===== src/rtl/fifo_read_ctrl_if.sv =====
// Read-side handshake bundle of the async FIFO: consumer request/flags plus the
// Gray pointer pair exchanged with the write-domain synchronizers.
interface fifo_read_ctrl_if #(
   parameter int ADDRESS_BITS = 4
);
   logic                    read_en;
   logic                    underflow_clr;
   logic [ADDRESS_BITS:0]   rq2_write_ptr;
   logic [ADDRESS_BITS-1:0] read_addr;
   logic [ADDRESS_BITS:0]   read_ptr;
   logic                    empty;
   logic                    almost_empty;
   logic [ADDRESS_BITS:0]   read_count;
   logic                    underflow;

   modport master (
      output read_en,
      output underflow_clr,
      output rq2_write_ptr,
      input  read_addr,
      input  read_ptr,
      input  empty,
      input  almost_empty,
      input  read_count,
      input  underflow
   );

   modport slave (
      input  read_en,
      input  underflow_clr,
      input  rq2_write_ptr,
      output read_addr,
      output read_ptr,
      output empty,
      output almost_empty,
      output read_count,
      output underflow
   );
endinterface


===== src/rtl/fifo_read_ctrl.sv =====
// Async FIFO read-domain controller: binary/Gray read pointers, memory read
// address, and empty / almost-empty / fill-count / sticky underflow flags.
module fifo_read_ctrl #(
   parameter int ADDRESS_BITS       = 4,
   parameter int ALMOST_EMPTY_LEVEL = 2
) (
   input logic              read_clk,
   input logic              read_rst,
   fifo_read_ctrl_if.slave  bus
);
   localparam int PW = ADDRESS_BITS + 1;
   localparam logic [PW-1:0] AE_LEVEL = PW'(ALMOST_EMPTY_LEVEL);
   localparam logic [PW-1:0] ONE      = PW'(1);

   logic [PW-1:0] rbin;
   logic [PW-1:0] rgray;
   logic [PW-1:0] rbin_next;
   logic [PW-1:0] rgray_next;
   logic [PW-1:0] wbin;
   logic [PW-1:0] count_next;
   logic [PW-1:0] count_q;
   logic          empty_q;
   logic          almost_empty_q;
   logic          underflow_q;
   logic          read_inc;
   logic          read_bad;

   // Bit i of the binary value is the XOR of all Gray bits at or above i.
   function automatic logic [PW-1:0] gray_to_bin(input logic [PW-1:0] g);
      logic [PW-1:0] b;
      b = '0;
      for (int i = 0; i < PW; i++) begin
         b[i] = ^(g >> i);
      end
      return b;
   endfunction

   assign read_inc   = bus.read_en & ~empty_q;
   assign read_bad   = bus.read_en & empty_q;
   assign rbin_next  = read_inc ? (rbin + ONE) : rbin;
   assign rgray_next = (rbin_next >> 1) ^ rbin_next;
   assign wbin       = gray_to_bin(bus.rq2_write_ptr);
   assign count_next = wbin - rbin_next;

   always_ff @(posedge read_clk or posedge read_rst) begin
      if (read_rst) begin
         rbin           <= '0;
         rgray          <= '0;
         empty_q        <= 1'b1;
         almost_empty_q <= 1'b1;
         count_q        <= '0;
      end else begin
         rbin           <= rbin_next;
         rgray          <= rgray_next;
         empty_q        <= (rgray_next == bus.rq2_write_ptr);
         almost_empty_q <= (count_next <= AE_LEVEL);
         count_q        <= count_next;
      end
   end

   // A fresh underflow takes priority over a clear in the same cycle.
   always_ff @(posedge read_clk or posedge read_rst) begin
      if (read_rst) begin
         underflow_q <= 1'b0;
      end else if (read_bad) begin
         underflow_q <= 1'b1;
      end else if (bus.underflow_clr) begin
         underflow_q <= 1'b0;
      end
   end

   assign bus.read_addr    = rbin[ADDRESS_BITS-1:0];
   assign bus.read_ptr     = rgray;
   assign bus.empty        = empty_q;
   assign bus.almost_empty = almost_empty_q;
   assign bus.read_count   = count_q;
   assign bus.underflow    = underflow_q;
endmodule


===== src/flat_wrapper.sv =====
// flat-port wrapper written by rule: the top's interface ports become plain ports
module fifo_read_ctrl_flat 
#(
   parameter int ADDRESS_BITS       = 4,
   parameter int ALMOST_EMPTY_LEVEL = 2
)
  (read_clk, read_rst, bus_read_en, bus_underflow_clr, bus_rq2_write_ptr, bus_read_addr, bus_read_ptr, bus_empty, bus_almost_empty, bus_read_count, bus_underflow);
  fifo_read_ctrl_if #(.ADDRESS_BITS(ADDRESS_BITS)) bus_i ();
  input logic read_clk;
  input logic read_rst;
  input wire logic [$bits(bus_i.read_en)-1:0] bus_read_en;
  input wire logic [$bits(bus_i.underflow_clr)-1:0] bus_underflow_clr;
  input wire logic [$bits(bus_i.rq2_write_ptr)-1:0] bus_rq2_write_ptr;
  output wire logic [$bits(bus_i.read_addr)-1:0] bus_read_addr;
  output wire logic [$bits(bus_i.read_ptr)-1:0] bus_read_ptr;
  output wire logic [$bits(bus_i.empty)-1:0] bus_empty;
  output wire logic [$bits(bus_i.almost_empty)-1:0] bus_almost_empty;
  output wire logic [$bits(bus_i.read_count)-1:0] bus_read_count;
  output wire logic [$bits(bus_i.underflow)-1:0] bus_underflow;
  assign bus_i.read_en = bus_read_en;
  assign bus_i.underflow_clr = bus_underflow_clr;
  assign bus_i.rq2_write_ptr = bus_rq2_write_ptr;
  assign bus_read_addr = bus_i.read_addr;
  assign bus_read_ptr = bus_i.read_ptr;
  assign bus_empty = bus_i.empty;
  assign bus_almost_empty = bus_i.almost_empty;
  assign bus_read_count = bus_i.read_count;
  assign bus_underflow = bus_i.underflow;
  fifo_read_ctrl #(.ADDRESS_BITS(ADDRESS_BITS), .ALMOST_EMPTY_LEVEL(ALMOST_EMPTY_LEVEL)) u_core (.read_clk(read_clk), .read_rst(read_rst), .bus(bus_i));
endmodule

===== config.mk =====
export PLATFORM = sky130hd
export DESIGN_NAME = fifo_read_ctrl_flat
export DESIGN_NICKNAME = d
export VERILOG_FILES = /design/src/rtl/fifo_read_ctrl_if.sv /design/src/rtl/fifo_read_ctrl.sv /design/src/flat_wrapper.sv
export SDC_FILE = /design/constraint.sdc
export NUM_CORES = 1
export LEC_CHECK = 0
export CELL_PAD_IN_SITES_DETAIL_PLACEMENT = 0
export CELL_PAD_IN_SITES_GLOBAL_PLACEMENT = 1
export CORE_ASPECT_RATIO = 1.5
export CORE_MARGIN = 2
export CORE_UTILIZATION = 34
export CTS_CLUSTER_DIAMETER = 30
export DETAILED_ROUTE_END_ITERATION = 8
export PLACE_DENSITY_LB_ADDON = 0.1
export SLEW_MARGIN = 25
export SYNTH_ARGS = -nofsm -noshare
export SYNTH_HDL_FRONTEND = slang
export SYNTH_SLANG_ARGS = --single-unit

===== constraint.sdc =====
create_clock -name read_clk -period 2.05 [get_ports read_clk]
set_input_delay 0.41 -clock read_clk [delete_from_list [all_inputs] [get_ports read_clk]]
set_output_delay 0.41 -clock read_clk [all_outputs]
set_load 0.01 [all_outputs]

==> metrics.yaml, run 1 <==
clock_latency_ns: 0.26
netlist_area_sq_um: 1030
synth_fp_nets: 103
area_growth_pct: 76.0
cap_violations: 0
crit_top_cell: "buf_6"
core_sq_um: 2910
synth_seq_cells: 17
place_area_sq_um: 1540
cpPeakStageDelay_ns: 0.45
placed_cells: 175
fin_skew_ns: 0.00473
viasPerCell: 4.60
portBuffers: 25
crit_type: "in -> reg"
p_per_area_nw_per_um2: 2000
violations: "negative setup slack"
synth_cells: 88
pin_count: 26
postSynthAreaPerCell_sq_um: 11.7
synth.top_cell.area_share: 0.363
cts_inserted_buffers: 3
timing.hold.ws_ns: 0.446
final.min_clock_period_ns: 2.27
cp.buffers_inverters: 3
status: "finished with violations"
power_leakage_nw: 0.819
worst_slew_pin_slew_ns: 0.450
dp_hpwl_um: 1890
drive_gt1_frac: 0.469
vias: 846
n_fill_cell: 251
grt_use_total: 0.169
grt_start_max_net_pins: 12
ctsHoldBuffers: 0
synth_warnings: 0
die_area_sq_um: 3510
start_kind: "input pin"
h-tree-depth: 1
clock.fmax_mhz: 440
worstPathMaxFanout: 2
insertedDiodeCount: 0
layout_common_cells: "28 x buf_4, 20 x clkdlybuf4s50_1, 13 x dfrtp_1"
critPathArrivalTime_ns: 2.44
wl_per_cell_um: 14.6
grt_pass1_vias: 932
antenna_found_initial: 0
finalCritPeriodShare: 1.11
first_pass_iters: 4
hp-class: "in -> async"
clockBufferDepth: 2
r2r_slack_ns: -0.18
required_ns: 2.22
rsz0062_at_grt: "true"
maxSlewHeadroom: 0.700
hold_viol_final: 0
synth_area_leaders: "dfrtp_1 36%, xor2_1 10%, ha_1 6.1%"
place_congestion: 0.792
slowest_stage: "xor3_2"
ir_worst_vdd_v: 0.00121
initial_core_util: 0.355
grt.overflow.total: 0
cp_top_family: "XOR/XNOR gates"
met1_usage: 0.191
cts_tree: "done"
stdcell_area_sq_um: 1820
gr-usage-met3: 0.0313
crit_chain: "buf_6 > xor3_2 > xor2_2 > xnor2_1 > ha_2 > inv_2 > fa_2 > buf_6 > xor2_4 > a2111oi_4"
std_cell_rows: 24
top_usage_layer: "met2"
synth_top_area_cell: "dfrtp_1"
totalWireLength_um: 2690
setup_viol: 3
end_kind: "flop"
grt_pass1_wl_um: 4420
slew_viol_final: 0
grtUsageMet2: 0.304
clock-sinks: 17
finalNetCount: 161
synth_seq_area_share: 0.414
drt-initial-drc-count: 3
remaining_drc_errors: 0
dieHeight_um: 71.5
postRouteAntennaNets: 0
final_common_cell: "buf_4"
final_cells: 184
ys_types: 31
clk_pin_slew_ns: 0.07
die_w_um: 49.0
root_buffer: "clkbuf_8"
layout_setup_ws_ns: -0.222
final timing paths:
path | startpoint | to | cells after the start
setup reg to reg | u_core.bus.empty | u_core.bus.almost_empty | 9
hold / removal | read_rst | u_core.bus.read_ptr[3] | 2
hold reg to reg | u_core.bus.underflow | u_core.bus.underflow | 2
max in group asynchronous | read_rst | u_core.bus.almost_empty | 3
min in group read_clk | u_core.bus.underflow | u_core.bus.underflow | 2
setup / recovery | bus_rq2_write_ptr[4] | u_core.bus.almost_empty | 10
cells in the mapped netlist, drive strengths merged:
cell / number
a2111oi: 2
xor2: 12
a31oi: 2
nand3b: 1
o21ai: 2
or4: 1
nand4bb: 1
a21o: 3
xor3: 2
nor2: 2
mux2i: 3
and3b: 1
clkbuf: 1
dfstp: 2
xnor3: 2
nand4: 1
ha: 5
o221a: 1
fa: 1
dfrtp: 15
inv: 9
and3: 1
xnor2: 6
o211ai: 1
buf: 3
nor2b: 1
a21oi: 3
nand2: 4
power breakdown:
part           switching (W)  internal [W]  leakage [nW]
Sequential          0.000105      0.000530         0.197
Clock               0.000122      0.000135        0.0255
Combinational        0.00124       0.00151         0.597
timing repair:
action,in CTS,in global routing
pin swaps,13,14
buffers inserted,4,2
gates resized for setup,25,22
setup endpoints to repair,7,5
cell families after synthesis:
kind of cell / Yosys count / synth area share
flip-flops: 17 / 0.414
AND/OR/NAND/NOR: 13 / 0.0751
buffers and inverters: 13 / 0.0593
adder cells (fa/ha/maj): 6 / 0.0799
AO/OA/AOI/OAI: 14 / 0.0993
multiplexers: 3 / 0.0291
XOR/XNOR: 22 / 0.243
routing by layer:
metal,vias to the layer above,share of wire,wire length [um]
met5,-,0,0
met4,0,0.018,48
met3,5,0.029,77
met2,16,0.57,1530
met1,418,0.38,1030
li1,407,-,-
area by class of cell:
cell class	instances	area, sq um	area share
Clock inverter	1	5.00	0.00275
Sequential cell	17	430	0.237
Tap cell	39	48.8	0.0268
Clock buffer	3	41.3	0.0227
Inverter	9	33.8	0.0186
Timing Repair Buffer	57	507	0.279
Multi-Input combinational cell	58	753	0.414
sequential cells by signal (all words and copies together), names as in the netlist:
register and flops:
u_core.bus.empty 1, u_core.bus.read_ptr 4, u_core.bus.read_count 5, u_core.bus.underflow 1, u_core.bus.almost_empty 1, u_core.rbin 5
stage by stage:
stage | setup TNS (ns) | utilization | setup WS, ns | power (W)
after floorplan | -0.692 | - | -0.346 | 0.00177
after global placement | -4.20 | 0.527 | -0.865 | 0.00260
after detailed placement | -4.39 | 0.527 | -0.913 | 0.00265
after CTS | -0.294 | 0.574 | -0.252 | 0.00317
after global routing | -0.645 | 0.625 | -0.322 | 0.00391
final | -0.330 | 0.625 | -0.222 | 0.00364
(Power assumes the default switching activity.)
==> run 2: changes to the inputs <==
CORE_ASPECT_RATIO = 1.1   (was 1.5)
RECOVER_POWER = 25   (was default)
==> run 2 against run 1 <==
Against the previous run: the flow still finishes with violations (negative setup slack); worst setup slack better by 0.068 ns; sequential share of layout area is 1.3 points higher; clock skew is 0.0012 ns higher; wire length is 13% lower; utilization is 1.4 points lower; final area is 5.2% lower; register-to-register slack better by 0.07 ns; fmax is 3.1% higher; flip-flop and latch count stayed put; combinational power is 13% lower; die area is 0.25% lower; first-iteration DRC count grew to 4.0 times the previous value; critical path type unchanged; largest cell class unchanged; largest power group unchanged.
==> metrics.yaml, run 2 (same netlist as run 1, synthesis figures left out) <==
status: "finished with violations"
violations: "negative setup slack"
crit_type: "in -> reg"
setup_viol: 3
start_kind: "input pin"
antenna_found_initial: 0
min_from: "bus_read_en"
postRouteAntennaNets: 0
slew_viol_final: 0
grt.overflow.total: 0
dieHeight_um: 61.8
pin_count: 26
place_congestion: 0.738
n_fill_cell: 242
cts_tree: "done"
grt_pass1_vias: 835
required_ns: 2.25
cts_inserted_buffers: 3
ctsHoldBuffers: 0
die_w_um: 56.6
die_area_sq_um: 3500
clock_latency_ns: 0.30
timing.hold.ws_ns: 0.521
root_buffer: "clkbuf_4"
vias: 832
core_sq_um: 2830
power_leakage_nw: 0.795
totalWireLength_um: 2330
viasPerCell: 4.62
r2r_slack_ns: -0.11
hold_viol_final: 0
p_total_w: 0.00321
cp_top_family: "XOR/XNOR gates"
final.min_clock_period_ns: 2.20
crit_start: "bus_rq2_write_ptr[4]"
dp_hpwl_um: 1820
clockBufferDepth: 2
crit_chain: "buf_6 > xor3_2 > xor2_2 > xnor2_1 > ha_2 > inv_2 > fa_2 > a31oi_4 > xnor2_2 > a2111oi_2"
cp.buffers_inverters: 2
finalNetCount: 163
h-tree-depth: 1
initial_core_util: 0.365
whs_path_depth: 3
area_growth_pct: 66.9
finalCritPeriodShare: 1.08
end_kind: "flop"
crit-reg2reg-launch: "u_core.bus.empty"
hold_path_end: "u_core.bus.underflow"
drt-initial-drc-count: 12
rsz0062_at_grt: "true"
fin_tns_setup_ns: -0.310
layout_setup_ws_ns: -0.155
grt_start_max_net_pins: 12
maxSlewHeadroom: 0.707
clock-sinks: 17
grt_use_total: 0.141
wl_per_cell_um: 12.9
cpPeakStageDelay_ns: 0.47
slowest_stage: "xor3_2"
hp-class: "in -> reg"
critPathArrivalTime_ns: 2.40
cap_violations: 0
layout_common_cells: "33 x buf_4, 20 x clkdlybuf4s50_1, 13 x dfrtp_1"
first_pass_iters: 3
portBuffers: 25
place_ws_ns: -0.915
final_common_cell: "buf_4"
fin_skew_ns: 0.00593
worst_slew_pin_slew_ns: 0.439
grt_pass1_wl_um: 3650
r2r-end: "u_core.bus.almost_empty"
ir_worst_vdd_v: 0.00128
insertedDiodeCount: 0
std_cell_rows: 20
clk_pin_slew_ns: 0.10
clock.fmax_mhz: 454
drive_gt1_frac: 0.456
p_per_area_nw_per_um2: 1860
remaining_drc_errors: 0
worstPathMaxFanout: 2
worst-r2r-cell-count: 7
==> run 2: changes by cell type in the layout (fill, tap and decap cells not counted), moves of 2 or more <==
cell      previous run  this run
buf_4               28        33
buf_6                7         3
clkbuf_4             0         3
clkbuf_8             3         0
clkbuf_1             0         2
nor2_2               0         2
==> run 2: worst min-delay path: cells and delay by family <==
kind                   cells  cell delay (ns)
buffers and inverters      1             0.26
AOI/OAI and AO/OA          1             0.06
and+or+nand+nor            1             0.06
==> run 2: layer usage <==
metal  GRT usage  wire, um
met4      0.0714        46
met3      0.0248        88
met1       0.168      1040
met5           0         0
met2       0.249      1160
==> run 2: final cells by class <==
| type | instances | area [sq um] | share of cell area |
|---|---|---|---|
| tap | 33 | 41.3 | 0.0239 |
| sequential | 17 | 430 | 0.249 |
| clock buffer | 4 | 26.3 | 0.0152 |
| multi-input combinational | 58 | 689 | 0.400 |
| timing repair buffer | 59 | 504 | 0.292 |
| inverter | 9 | 33.8 | 0.0196 |
==> run 2: power by group <==
part	total, W	switching, W	internal, W
logic	0.00239	0.00105	0.00135
clock network	0.000184	0.000108	0.0000759
registers	0.000627	0.000101	0.000526
total	0.00321	0.00126	0.00195
==> run 2: worst max path at each step <==
stage,end,cells past startpoint
floorplan,u_core.bus.almost_empty,9
global placement,u_core.bus.almost_empty,10
detailed placement,u_core.bus.almost_empty,10
CTS,u_core.bus.almost_empty,10
global route,u_core.bus.almost_empty,10
finish,u_core.bus.almost_empty,10
==> run 2: timing repair <==
action | in CTS | in global routing
gates cloned | 0 | 0
setup buffers | 4 | 1
setup endpoints to repair | 6 | 4
hold endpoints to repair | 0 | 0
resized for setup | 22 | 13
pin swaps | 10 | 14
==> run 2: metrics by stage <==
stage / cell area (sq um) / utilization / std cells
floorplan: 1060 / - / 88
global placement: 1560 / 0.551 / 173
detailed placement: 1560 / 0.551 / 173
CTS: 1660 / 0.587 / 180
global route: 1730 / 0.610 / 180
finish: 1730 / 0.610 / 180
==> run 3: changes to the inputs <==
GPL_TIMING_DRIVEN = 0   (was default)
SLEW_MARGIN = 5   (was 25)
==> run 3 against run 2 <==
Against the previous run: the run still ends with negative setup slack left; fmax fell by 4.0%; hold slack worse by 0.0068 ns; wire length fell by 3.6%; critical path type unchanged; critical endpoint unchanged.
==> metrics.yaml, run 3 (same netlist as run 1, synthesis figures left out) <==
clkPwrFrac: 0.059
wl_per_cell_um: 13.7
grt_start_max_net_pins: 18
drive_gt1_frac: 0.374
clockBufferDepth: 2
final_common_cell: "clkdlybuf4s50_1"
remaining_drc_errors: 0
violations: "negative setup slack"
totalWireLength_um: 2250
crit_type: "in -> reg"
finalNetCount: 147
fin_skew_ns: 0.00927
core_sq_um: 2830
dieHeight_um: 61.8
place_congestion: 0.687
insertedDiodeCount: 0
worst_slew_pin_slew_ns: 0.674
grt.overflow.total: 0
clock.fmax_mhz: 436
worstPathMaxFanout: 3
p_total_w: 0.00316
p_per_area_nw_per_um2: 1930
grt_pass1_wl_um: 3730
vias: 775
slew_viol_final: 0
hold_path_end: "u_core.bus.empty"
ir_worst_vdd_v: 0.00104
power_frac_comb: 0.741
cts_inserted_buffers: 3
cts_tree: "done"
final_cells: 164
start_kind: "input pin"
pin_count: 26
clock_latency_ns: 0.30
internal-power_w: 0.00188
grt_use_total: 0.140
antenna_found_initial: 0
worst-r2r-cell-count: 9
portBuffers: 25
critPathArrivalTime_ns: 2.50
required_ns: 2.25
final.min_clock_period_ns: 2.30
hp-class: "in -> reg"
viasPerCell: 4.73
r2r-end: "u_core.bus.almost_empty"
setup_viol: 3
place_ws_ns: -1.11
placed_cells: 146
maxSlewHeadroom: 0.550
crit-reg2reg-launch: "u_core.bus.empty"
h-tree-depth: 1
whs_path_depth: 3
initial_core_util: 0.365
postRouteAntennaNets: 0
hold_viol_final: 0
power.share.switching: 0.404
finalCritPeriodShare: 1.12
clk_pin_slew_ns: 0.10
power_leakage_nw: 0.727
dp_hpwl_um: 1560
min_from: "bus_rq2_write_ptr[2]"
area_growth_pct: 58.5
r2r_slack_ns: -0.20
p_sw_w: 0.00128
layout_setup_ws_ns: -0.246
clock-sinks: 17
p_seq_frac: 0.200
ctsHoldBuffers: 0
root_buffer: "clkbuf_4"
die_w_um: 56.6
drt-initial-drc-count: 16
first_pass_iters: 4
die_area_sq_um: 3500
layout_common_cells: "19 x clkdlybuf4s50_1, 15 x buf_4, 13 x dfrtp_1"
grt_pass1_vias: 807
std_cell_rows: 20
cap_violations: 0
status: "finished with violations"
rsz0062_at_grt: "true"
end_kind: "flop"
## run 3: final cells by class
class | count | area (sq um)
multi-input combinational | 58 | 706
fill | 251 | 1190
timing repair buffer | 40 | 375
buffer | 3 | 25.0
clock buffer | 4 | 26.3
sequential | 17 | 430
inverter | 9 | 33.8
tap | 33 | 41.3
## run 3: worst max-delay path by stage
stage / startpoint / end / slack (ns) / cells after the start
finish: bus_rq2_write_ptr[4] / u_core.bus.almost_empty / -0.25 / 10
floorplan: bus_rq2_write_ptr[4] / u_core.bus.almost_empty / -0.35 / 9
global placement: bus_rq2_write_ptr[4] / u_core.bus.almost_empty / -1.14 / 10
global route: bus_rq2_write_ptr[4] / u_core.bus.almost_empty / -0.31 / 10
CTS: bus_rq2_write_ptr[3] / u_core.bus.almost_empty / -0.29 / 10
detailed placement: bus_rq2_write_ptr[4] / u_core.bus.almost_empty / -1.11 / 10
## run 3: per-layer routing
metal  global-route usage  routed length (um)  vias up
met5                    0                   0        -
met4               0.0408                  33        0
met3               0.0269                 103        4
met2                0.246                1140       16
met1                0.179                 970      371
li1                     -                   -      384
## run 3: stage by stage
| stage | TNS [ns] | util | hold slack [ns] | cell area (sq um) |
|---|---|---|---|---|
| after global placement | -5.36 | 0.478 | 0.515 | 1350 |
| after CTS | -0.485 | 0.537 | 0.501 | 1520 |
| after floorplan | -0.692 | - | 0.334 | 1060 |
| after global routing | -0.809 | 0.579 | 0.544 | 1640 |
| final | -0.564 | 0.579 | 0.514 | 1640 |
| after detailed placement | -5.28 | 0.478 | 0.513 | 1350 |
## run 3: power groups by stage
stage          Sequential, W  Clock, W  Combinational, W
4_1_cts             0.000614  0.000191           0.00199
2_1_floorplan       0.000705         0           0.00106
6_report            0.000632  0.000185           0.00234
3_5_place_dp        0.000635         0           0.00168
5_1_grt             0.000655  0.000206           0.00257
3_3_place_gp        0.000626         0           0.00166
## run 3: worst max-delay path: stages
cell	delay, ns
buf_8	0.07
xor3_2	0.49
xor2_4	0.19
xnor2_2	0.16
ha_2	0.18
inv_2	0.04
fa_2	0.36
buf_6	0.14
xor2_4	0.18
a2111oi_4	0.26
## run 3: timing repair
| action | 4_1_cts | 5_1_grt |
|---|---|---|
| gates resized for setup | 28 | 13 |
| endpoints found under the setup margin | 7 | 5 |
| pin swaps | 8 | 7 |
| endpoints found under the hold margin | 0 | 0 |
| setup buffers | 11 | 4 |
